### config.mk
export PLATFORM = sky130hd
export DESIGN_NAME = shift_barrelpipe_rleft
export DESIGN_NICKNAME = d
export VERILOG_FILES = /design/src/rtl/shift_barrelpipe_rleft_pkg.sv /design/src/rtl/shift_barrelpipe_rleft_stage.sv /design/src/rtl/shift_barrelpipe_rleft.sv
export SDC_FILE = /design/constraint.sdc
export NUM_CORES = 1
export LEC_CHECK = 0
export CORE_MARGIN = 2
export CORE_UTILIZATION = 35
export DETAILED_ROUTE_END_ITERATION = 8
export PLACE_DENSITY_LB_ADDON = 0.15
export SYNTH_ARGS = -nofsm -noshare
export SYNTH_HDL_FRONTEND = slang
export SYNTH_SLANG_ARGS = --single-unit
### constraint.sdc
create_clock -name clk -period 1.71 [get_ports clk]
set_clock_uncertainty 0.1 [all_clocks]
set_input_delay 0.2565 -clock clk [delete_from_list [all_inputs] [get_ports clk]]
set_output_delay 0.2565 -clock clk [all_outputs]
set_load 0.02 [all_outputs]
### src/rtl/shift_barrelpipe_rleft_pkg.sv
// Shared definitions for the pipelined rotate-left barrel shifter:
// default width, derived level count, stage record and the rotate helper.
package shift_barrelpipe_rleft_pkg;

  localparam int BITS_DFLT = 64;
  localparam int LOG_DFLT  = $clog2(BITS_DFLT);

  // Widest data path the generic rotate helper can serve.
  localparam int ROT_MAX = 1024;

  // One pipeline stage at the default width: valid flag, data, full shift amount.
  typedef struct packed {
    logic                valid;
    logic [BITS_DFLT-1:0] data;
    logic [LOG_DFLT-1:0]  sh;
  } stage_t;

  // Rotate the low 'bits' bits of x left by n (n < bits); upper bits return as zero.
  // Callers pass constant n and bits, so this reduces to pure wiring.
  function automatic logic [ROT_MAX-1:0] rotl(input logic [ROT_MAX-1:0] x,
                                               input int unsigned       n,
                                               input int unsigned       bits);
    logic [ROT_MAX-1:0] ones;
    logic [ROT_MAX-1:0] mask;
    ones = '1;
    mask = ones >> (ROT_MAX - bits);
    return ((x << n) | (x >> (bits - n))) & mask;
  endfunction

endpackage

### src/rtl/shift_barrelpipe_rleft_stage.sv
// One level of the rotate-left pipeline: conditionally rotates by 2^K and
// registers the {valid, data, shift} triple behind a bubble-collapsing ready.
module shift_rleft_stage
  import shift_barrelpipe_rleft_pkg::*;
#(
  parameter  int Bits = BITS_DFLT,
  parameter  int K    = 0,
  localparam int Log  = $clog2(Bits)
) (
  input  logic            clk,
  input  logic            reset_n,
  input  logic            valid_i,
  input  logic [Bits-1:0] data_i,
  input  logic [Log-1:0]  sh_i,
  input  logic            rdy_next_i,
  output logic            rdy_o,
  output logic            valid_o,
  output logic [Bits-1:0] data_o,
  output logic [Log-1:0]  sh_o
);

  localparam int unsigned Amt = 32'd1 << K;

  typedef struct packed {
    logic            valid;
    logic [Bits-1:0] data;
    logic [Log-1:0]  sh;
  } rec_t;

  rec_t            st_q;
  rec_t            st_d;
  logic [Bits-1:0] rot_s;
  logic            rdy_s;

  // Fixed rotate of the incoming data by this level's weight.
  always_comb rot_s = Bits'(rotl(ROT_MAX'(data_i), Amt, Bits));

  // The stage can take new contents when it is empty or its successor moves.
  always_comb rdy_s = !st_q.valid || rdy_next_i;

  // Next-state: load from upstream when ready (bubbles clear valid), else hold.
  always_comb begin
    st_d = st_q;
    if (rdy_s) begin
      st_d.valid = valid_i;
      st_d.data  = sh_i[K] ? rot_s : data_i;
      st_d.sh    = sh_i;
    end else begin
      st_d = st_q;
    end
  end

  // Stage register; reset empties the stage and zeroes its payload.
  always_ff @(posedge clk or negedge reset_n) begin
    if (!reset_n) begin
      st_q <= '0;
    end else begin
      st_q <= st_d;
    end
  end

  assign rdy_o   = rdy_s;
  assign valid_o = st_q.valid;
  assign data_o  = st_q.data;
  assign sh_o    = st_q.sh;

endmodule

### src/rtl/shift_barrelpipe_rleft.sv
// Pipelined rotate-left barrel shifter: Log rotate levels, one per stage,
// with a valid/retry handshake on both sides and bubble-collapsing advance.
module shift_barrelpipe_rleft
  import shift_barrelpipe_rleft_pkg::*;
#(
  parameter  int Bits = BITS_DFLT,
  localparam int Log  = $clog2(Bits)
) (
  input  logic            clk,
  input  logic            reset_n,
  input  logic            in_valid,
  output logic            in_retry,
  input  logic [Bits-1:0] in_a,
  input  logic [Log-1:0]  in_sh,
  output logic            out_valid,
  input  logic            out_retry,
  output logic [Bits-1:0] out_b
);

  // Element 0 is the producer side; element k+1 is the output of stage k.
  logic            v_s [0:Log];
  logic [Bits-1:0] d_s [0:Log];
  logic [Log-1:0]  s_s [0:Log];

  assign v_s[0] = in_valid;
  assign d_s[0] = in_a;
  assign s_s[0] = in_sh;

  genvar k;
  for (k = 0; k < Log; k++) begin : g_stage
    logic rdy_w;
    logic rdy_next_w;

    // The last stage is gated by the consumer; earlier ones by their successor.
    if (k == Log - 1) begin : g_tail
      assign rdy_next_w = !out_retry;
    end else begin : g_link
      assign rdy_next_w = g_stage[k+1].rdy_w;
    end

    shift_rleft_stage #(
      .Bits (Bits),
      .K    (k)
    ) u_stage (
      .clk        (clk),
      .reset_n    (reset_n),
      .valid_i    (v_s[k]),
      .data_i     (d_s[k]),
      .sh_i       (s_s[k]),
      .rdy_next_i (rdy_next_w),
      .rdy_o      (rdy_w),
      .valid_o    (v_s[k+1]),
      .data_o     (d_s[k+1]),
      .sh_o       (s_s[k+1])
    );
  end

  // Retry is combinational from out_retry through the ready chain.
  assign in_retry  = !g_stage[0].rdy_w;
  assign out_valid = v_s[Log];
  assign out_b     = d_s[Log];

endmodule

Yosys cells after proc, flatten, opt, wreduce, memory -nomap -nowiden
Index checks and enable logic that the tools add are counted.
{ "totals": {"latch_bits": 0, "out_inout_bits": 66, "in_bits": 74, "romBits": 0, "mem_bits_rw": 0, "register_bits": 420, "n_memories": 0, "elab_cells": 43} }
{ "classes": {"div_mod_pow": 0, "eq_ne": 0, "n_bitwise": 6, "shift": 0, "mul": 0, "n_lt_le_gt_ge": 0, "n_mux": 6, "add_sub_neg": 0, "reduce_logical": 14} }
{ "op_table": {"columns": ["cell", "count"], "rows": [
  ["two-way mux 64 bit", 6],
  ["bitwise OR 64 x 1 -> 64 bit", 1],
  ["bitwise OR 64 x 16 -> 64 bit", 1],
  ["bitwise OR 64 x 2 -> 64 bit", 1],
  ["bitwise OR 64 x 32 -> 64 bit", 1],
  ["bitwise OR 64 x 4 -> 64 bit", 1],
  ["bitwise OR 64 x 8 -> 64 bit", 1],
  ["zero test 1 bit", 8],
  ["logical OR 1 bit", 6]
]} }

Depth between registers and ports, before layout
Gate-level depths: netlist (run 1).
{ "logic_depth": {"depth_word": 8, "ltp_mapped": 7, "depth_no_buf": 3} }

By module
Synthesis (run 1) repeated with hierarchy kept, for this count alone.
{ "unflattened": {"cells_unflattened": 1334, "hier_area_um2": 21575.7} }
{ "by_module_without_submodules": {"columns": ["mod", "n_inst", "area_each_um2", "seq_area_each_um2", "cells_per_inst"], "rows": [
  ["shift_rleft_stage", 6, 3594.7, 1776.7, 222],
  ["shift_barrelpipe_rleft", 1, 7.5, 0.0, 2]
]} }

Worst setup path before layout (run 1)
No wires, ideal clock.
{ "synth_path": {"path_type": "register to register", "startpoint": "register g_stage[5].u_stage.st_q (netlist bit g_stage[5].u_stage.valid_o)", "endpoint": "register g_stage[1].u_stage.st_q (netlist bit g_stage[1].u_stage.data_o[54])", "path_buffers": 4, "setup_time_ns": 0.125, "arrival_time_ns": 1.660, "period_less_slack_ns": 1.885, "slack_ns": -0.175, "path_stages_with_launch": 8, "required_time_ns": 1.485, "path_cell_list": "dfrtp_1 and4_4 buf_6 and3_4 buf_6 buf_6 buf_8 mux2_4"} }
{ "synth_between": {"elab_chain_cells": 6} }
{ "synth_rtl": {"columns": ["element", "line", "source"], "rows": [
  ["start, declared", "shift_barrelpipe_rleft_stage.sv:30", "rec_t st_q;"],
  ["start signal, assigned", "shift_barrelpipe_rleft_stage.sv:58", "st_q <= st_d;"],
  ["zero test 1 bit", "shift_barrelpipe_rleft_stage.sv:39", "always_comb rdy_s = !st_q.valid || rdy_next_i;"],
  ["logical OR 1 bit (5 in series)", "shift_barrelpipe_rleft_stage.sv:39", null],
  ["end signal, assigned", "shift_barrelpipe_rleft_stage.sv:58", null],
  ["end, declared", "shift_barrelpipe_rleft_stage.sv:30", null]
]} }
Every way passes these cells.
A chain may end at the register's enable or synchronous reset.

Final worst setup path (run 1)
{ "layout_path": {"startpoint": "register g_stage[4].u_stage.st_q (netlist bit g_stage[4].u_stage.valid_o)", "endpoint": "register g_stage[1].u_stage.st_q (netlist bit g_stage[1].u_stage.data_o[44])"} }
{ "layout_between": {"elab_chain_cells": 5} }
{ "layout_rtl": {"columns": ["element", "line"], "rows": [
  ["start, declared", "shift_barrelpipe_rleft_stage.sv:30"],
  ["start signal, assigned", "shift_barrelpipe_rleft_stage.sv:58"],
  ["zero test 1 bit", "shift_barrelpipe_rleft_stage.sv:39"],
  ["logical OR 1 bit (4 in series)", "shift_barrelpipe_rleft_stage.sv:39"]
]} }
Every way passes these cells.

==> results of run 1 <==
-- final timing paths --
kind,endpoint,startpoint,cells after the start,slack (ns)
max in group asynchronous,g_stage[2].u_stage.data_o[24],reset_n,3,0.66
min in group clk,g_stage[0].u_stage.sh_o[3],in_sh[3],2,0.21
min reg2reg,g_stage[5].u_stage.data_o[40],g_stage[5].u_stage.data_o[40],2,0.37
max reg2reg,g_stage[1].u_stage.data_o[44],g_stage[4].u_stage.valid_o,7,-0.22
max,g_stage[1].u_stage.data_o[44],g_stage[4].u_stage.valid_o,7,-0.22
min,g_stage[4].u_stage.data_o[1],reset_n,2,0.05
-- metal layers --
layer	vias up	part of all wire (%)
li1	6127	-
met4	0	2.6
met1	6214	47
met5	-	0
met2	191	48
met3	66	2.4
-- final cells by class --
type | count | area share, %
clock inverters | 9 | 0.411
multi-input cells | 1057 | 34.6
flip-flops and latches | 405 | 41.1
well taps | 696 | 3.53
repair buffers | 307 | 14.6
clock buffers | 72 | 5.67
-- timing repair --
action,CTS,global route
cloned,10,26
hold buffers,1,0
endpoints found under the hold margin,405,0
setup buffers,12,20
resized for setup,159,198
endpoints found under the setup margin,278,267
pin swaps,11,10
-- where the power goes --
part | internal [mW] | switching (mW) | total, mW
Sequential | 12.9 | 3.13 | 16.0
Clock | 5.89 | 3.87 | 9.76
Combinational | 6.20 | 6.30 | 12.5
Total | 25.0 | 13.3 | 38.3
-- kinds of logic (layout without fill, tap and decap cells) --
logic type             count (synthesis)  in the layout  synth area share [%]
flip-flops                           405            405                  52.7
AO/OA/AOI/OAI                        256            256                  6.66
multiplexers                         525            525                  29.2
buffers and inverters                185            388                  5.45
AND/OR/NAND/NOR                      276            276                  6.01
-- synth_stat cells --
| master | number |
|---|---|
| buf_2 | 47 |
| buf_4 | 69 |
| or2_2 | 5 |
| nand2_1 | 198 |
| mux2i_1 | 256 |
| and2_1 | 1 |
| and3_1 | 1 |
| dfrtp_1 | 405 |
| mux2_2 | 260 |
| nand2b_1 | 1 |
| buf_8 | 1 |
| mux2_4 | 9 |
| o21ai_0 | 256 |
| nand4_1 | 1 |
| and2_0 | 1 |
| buf_6 | 3 |
| and3_4 | 1 |
| nor2_1 | 1 |
| buf_1 | 5 |
| nand3_1 | 65 |
| clkbuf_1 | 58 |
| and4_4 | 1 |
| clkbuf_2 | 2 |
-- placed cells by master, fill, tap and decap left out, types with 2 or more instances in the layout --
cell type        count
and2_4               2
buf_12              33
buf_16              10
buf_4               84
buf_6               17
buf_8                8
bufinv_16            2
clkbuf_1            12
clkbuf_16           65
clkbuf_8            13
clkdlybuf4s50_1     71
clkinv_2             5
dfrtp_1            398
dfrtp_2              5
dfrtp_4              2
dlygate4sd2_1       64
mux2_2             206
mux2_4              63
mux2i_1            256
nand2_1            189
nand2_2              9
nand3_1             51
nand3_2             14
o21ai_0            164
o21ai_1             47
o21ai_2             45
or2_2                3
or2_4                2
-- sequential cells by signal, indices dropped and copies added, names as in the netlist --
register / flops
g_stage.u_stage.sh_o: 15
g_stage.u_stage.data_o: 384
g_stage.u_stage.valid_o: 6
-- stage by stage --
step	setup TNS (ns)	cell area (um2)	setup slack, ns	util (%)	hold slack, ns
2_1_floorplan	-1.61	19300	-0.0999	-	-0.139
3_3_place_gp	-144.93	21500	-0.613	39.8	0.0603
3_5_place_dp	-148.17	21500	-0.597	39.8	0.0587
4_1_cts	-15.87	23500	-0.247	43.5	0.0507
5_1_grt	-41.01	24700	-0.271	45.6	0.0650
6_report	-26.78	24700	-0.217	45.6	0.0531
-- critical path, delay by kind of cell (launching register included) --
| kind | cells | cell delay, ns |
|---|---|---|
| DFF | 1 | 0.35 |
| and+or+nand+nor | 2 | 0.54 |
| muxes | 1 | 0.32 |
| buffers and inverters | 4 | 0.50 |
==> reports/qor.yml, run 1 <==
run_status:
  status: "complete, but fails checks"
  violations: "negative setup slack"
worst_setup_path:
  critPathArrivalTime_ns: 2.29
  crit_path_frequent_cell: "buf_4"
  critPathSlowestCell: "dfrtp_1"
  required_ns: 2.08
  crit_chain: "buf_4 > buf_4 > and4_4 > and3_4 > buf_12 > clkbuf_16 > mux2_2"
  cp-end-kind: "flop"
  crit_fanout: 6
  cpPeakStageDelay_ns: 0.35
  start_kind: "flop"
  critPathKind: "flop to flop"
placed_design:
  gp_congestion: 0.813
  dp_hpwl_um: 35000
  io_buffer_count: 139
  placed_cells: 2401
timing:
  setup_viol: 228
  tightest_slew_ns: 0.772
  grt_setup_unrepaired: "true"
  relSlewSlack_pct: 48.5
  finalMaxSlewViolations: 0
  hold_violations: 0
  setup_ws_ns: -0.217
  finalCriticalPeriod_ns: 1.93
  fin_crit_sh_pct: 113
  fmax_mhz: 519
logic_synthesis:
  ys_seq_area_share_pct: 52.7
  yosys.cell_types.count: 23
  yosys_warnings: 0
  synth_top_area_share_pct: 52.7
  synth_cells: 1647
  synth_seq_cells: 405
  syn_avg_cell_area_um2: 11.7
  synth_area_leaders: "dfrtp_1 (53%), mux2_2 (15%), mux2i_1 (13%)"
  syn_nets: 1721
  synth_largest_area_cell: "dfrtp_1"
  synth_area_um2: 19200
floorplan:
  die_width_um: 239
  io_pins: 140
  fp-row-count: 85
  core_area_um2: 54100
  die_area_um2: 56900
  chipHeight_um: 239
  initial_core_util_pct: 35.6
clock_network:
  clk_pin_slew_ns: 0.06
  cts_tree: "built"
  cts-root-buf: "clkbuf_16"
  cts.sinks: 405
  cts_buffers: 45
  htree_num_levels: 2
  clock_latency_ns: 0.58
  clk_path_buf_depth: 3
final_layout:
  drive_gt1_share_pct: 32.2
  antenna_cells: 0
  multi_input_comb_area_um2: 8550
  layout.cells.non_filler: 2546
  fillers: 5011
  num-nets-final: 1890
  ff_latch_area_um2: 10100
  syn_to_final_growth_pct: 28.2
power:
  total_power_mw: 38.3
  p_leak_nw: 10.9
  power_density_nw_per_um2: 1550
  ir_drop_mv: 0.751
grt:
  met1_usage_pct: 23.8
  grt_antenna_before_repair: 0
  use_met2_pct: 28.6
  grt_pass1_vias: 12700
  busiest_layer: "met2"
  grt_overflow: 0
  grt_max_degree: 66
  grt_pass1_wl_um: 76700
  grt_util_all_layers_pct: 17.4
  met3_usage_pct: 2.23
drt:
  vias: 12600
  wirelength_um: 51300
  drc: 0
  drt-pass1-iter-count: 5
  viasPerCell: 4.95
  first_iter_violations: 745
  post_drt_wl_per_cell_um: 20.1
  ant_nets: 0
flow_run:
  cap_violations: 0
hold_path:
  holdCritPathClass: "input pin to async pin"
No activity file was read; power rests on OpenSTA's default activity.
==> run 2, diff against run 1 <==
- clock period: 1.71 -> 2.1 ns (I/O delays scaled with it)
==> reports/qor.yml, run 2 (synthesis gave the netlist of run 1 again) <==
timing:
  fmax_mhz: 491
  setup_tns_ns: 0  # +26.78 ns
  grt_setup_unrepaired: "false"
  finalMaxSlewViolations: 0  # unchanged
  setup_ws_ns: 0.0641  # +0.281 ns
  relSlewSlack_pct: 66.1  # +18 points
  finalCriticalPeriod_ns: 2.04
  setup_viol: 0  # -100%
  fin_crit_sh_pct: 96.9
  whs_ns: 0.178  # +0.125 ns
  tightest_slew_ns: 0.508  # -0.264 ns
  hold_violations: 0  # unchanged
grt:
  grt_antenna_before_repair: 0  # unchanged
  grt_util_all_layers_pct: 16.8  # -0.59 points
  grt_pass1_wl_um: 74000  # -3.4%
  grt_overflow: 0  # unchanged
  grt_max_degree: 105  # +59%
  grt_pass1_vias: 12200  # -3.9%
placed_design:
  gp_congestion: 0.767  # -5.6%
  io_buffer_count: 139  # unchanged
  place_ws_ns: -0.432  # +0.164 ns
  dp_hpwl_um: 34400  # -1.7%
clock_network:
  cts_tree: "built"
  htree_num_levels: 2  # unchanged
  cts_buffers: 46  # +2.2%
  clock_latency_ns: 0.57  # about the same
  cts.sinks: 405  # unchanged
  clk_path_buf_depth: 3  # unchanged
  clk_pin_slew_ns: 0.06  # about the same
  cts-root-buf: "clkbuf_16"
drt:
  post_drt_wl_per_cell_um: 19.0  # -5.8%
  viasPerCell: 4.89  # -1.2%
  vias: 12000  # -4.7%
  drc: 0  # unchanged
  first_iter_violations: 707  # -5.1%
  ant_nets: 0  # unchanged
  drt-pass1-iter-count: 5  # unchanged
  wirelength_um: 46600  # -9.1%
floorplan:
  initial_core_util_pct: 35.6  # unchanged
  die_width_um: 239  # unchanged
  die_area_um2: 56900  # unchanged
  core_area_um2: 54100  # unchanged
  fp-row-count: 85  # unchanged
  io_pins: 140  # unchanged
  chipHeight_um: 239  # unchanged
final_layout:
  fillers: 5171  # +3.2%
  final_common_cell: "dfrtp_1"
  num-nets-final: 1798  # -4.9%
  drive_gt1_share_pct: 25.0  # -7.1 points
  antenna_cells: 0  # unchanged
  final_cell_mix: "dfrtp_1 (399), mux2_2 (260), mux2i_1 (256), o21ai_0 (256), nand2_1 (198)"
  syn_to_final_growth_pct: 18.5
  fin_util_pct: 42.1  # -3.4 points
  largest_register_ffs: 384  # unchanged
worst_setup_path:
  path_buf_inv: 3  # -1
  critPathKind: "flop to output pin"
  start_kind: "flop"
  crit_chain: "nand4_1 > buf_4 > nor2_4 > buf_12 > buf_2"
  rr_endpoint: "g_stage[0].u_stage.data_o[35]"
  rrSetupSlack_ns: 0.14  # +0.36 ns
  rr_startpoint: "g_stage[3].u_stage.valid_o"
  cpPeakStageDelay_ns: 0.37  # +0.02 ns
  path_delay_family: "buffers and inverters"
  cp-end-kind: "output pin"
  crit_fanout: 4  # -2
  reg2reg_depth: 8  # +1
  critPathArrivalTime_ns: 1.62  # -0.67 ns
  critPathSlowestCell: "dfrtp_1"
  required_ns: 1.68  # -0.40 ns
hold_path:
  holdCritPathClass: "input pin to async pin"
power:
  p_leak_nw: 9.79  # -10%
  ir_drop_mv: 0.562  # -25%
  total_power_mw: 29.7  # -22%
  power_density_nw_per_um2: 1300  # -16%
flow_run:
  cap_violations: 0  # unchanged
run_status:
  status: "finished, final reports clean"
[run 2: through the flow]
stage / std cells / cell area [um2]
final: 2455 / 22800
after global routing: 2455 / 22800
after CTS: 2453 / 22800
after detailed placement: 2367 / 21300
after global placement: 2367 / 21300
after floorplan: 1647 / 19200
[run 2: worst max path at each step]
| stage | start | endpoint | slack [ns] | depth (start not counted) |
|---|---|---|---|---|
| floorplan | g_stage[5].u_stage.valid_o | g_stage[1].u_stage.data_o[54] | 0.22 | 7 |
| global placement | out_retry | in_retry | -0.44 | 5 |
| detailed placement | out_retry | in_retry | -0.43 | 5 |
| CTS | g_stage[4].u_stage.valid_o | in_retry | 0.02 | 5 |
| global route | g_stage[3].u_stage.valid_o | in_retry | 0.001 | 5 |
| finish | g_stage[3].u_stage.valid_o | in_retry | 0.06 | 5 |
[run 2: what timing repair did]
action | in CTS | in global routing
buffers inserted | 2 | 2
hold buffers | 1 | 0
hold endpoints to repair | 63 | 0
gates resized for setup | 6 | 0
setup endpoints to repair | 2 | 1
pin swaps | 1 | 0
gates cloned | 0 | 0
[run 2: layer usage]
layer	wire [um]	share of wire (%)	GRT usage, %
met5	0	0	0
met4	926	2.0	4.73
met3	1390	3.0	2.22
met2	22000	47	27.3
met1	22200	48	23.5
[run 2: final cells by class]
| cell class | instances | area (um2) | area share [%] |
|---|---|---|---|
| Clock inverter | 20 | 156 | 0.685 |
| Clock buffer | 63 | 1340 | 5.86 |
| Timing Repair Buffer | 214 | 2230 | 9.76 |
| Multi-Input combinational cell | 1057 | 8080 | 35.4 |
| Tap cell | 696 | 871 | 3.82 |
| Sequential cell | 405 | 10100 | 44.5 |
[run 2: report_power, final]
part	switching [mW]	internal, mW	leakage [nW]
clock network	3.23	4.68	0.754
logic	4.49	4.28	4.17
registers	2.51	10.5	4.86
total	10.2	19.5	9.79
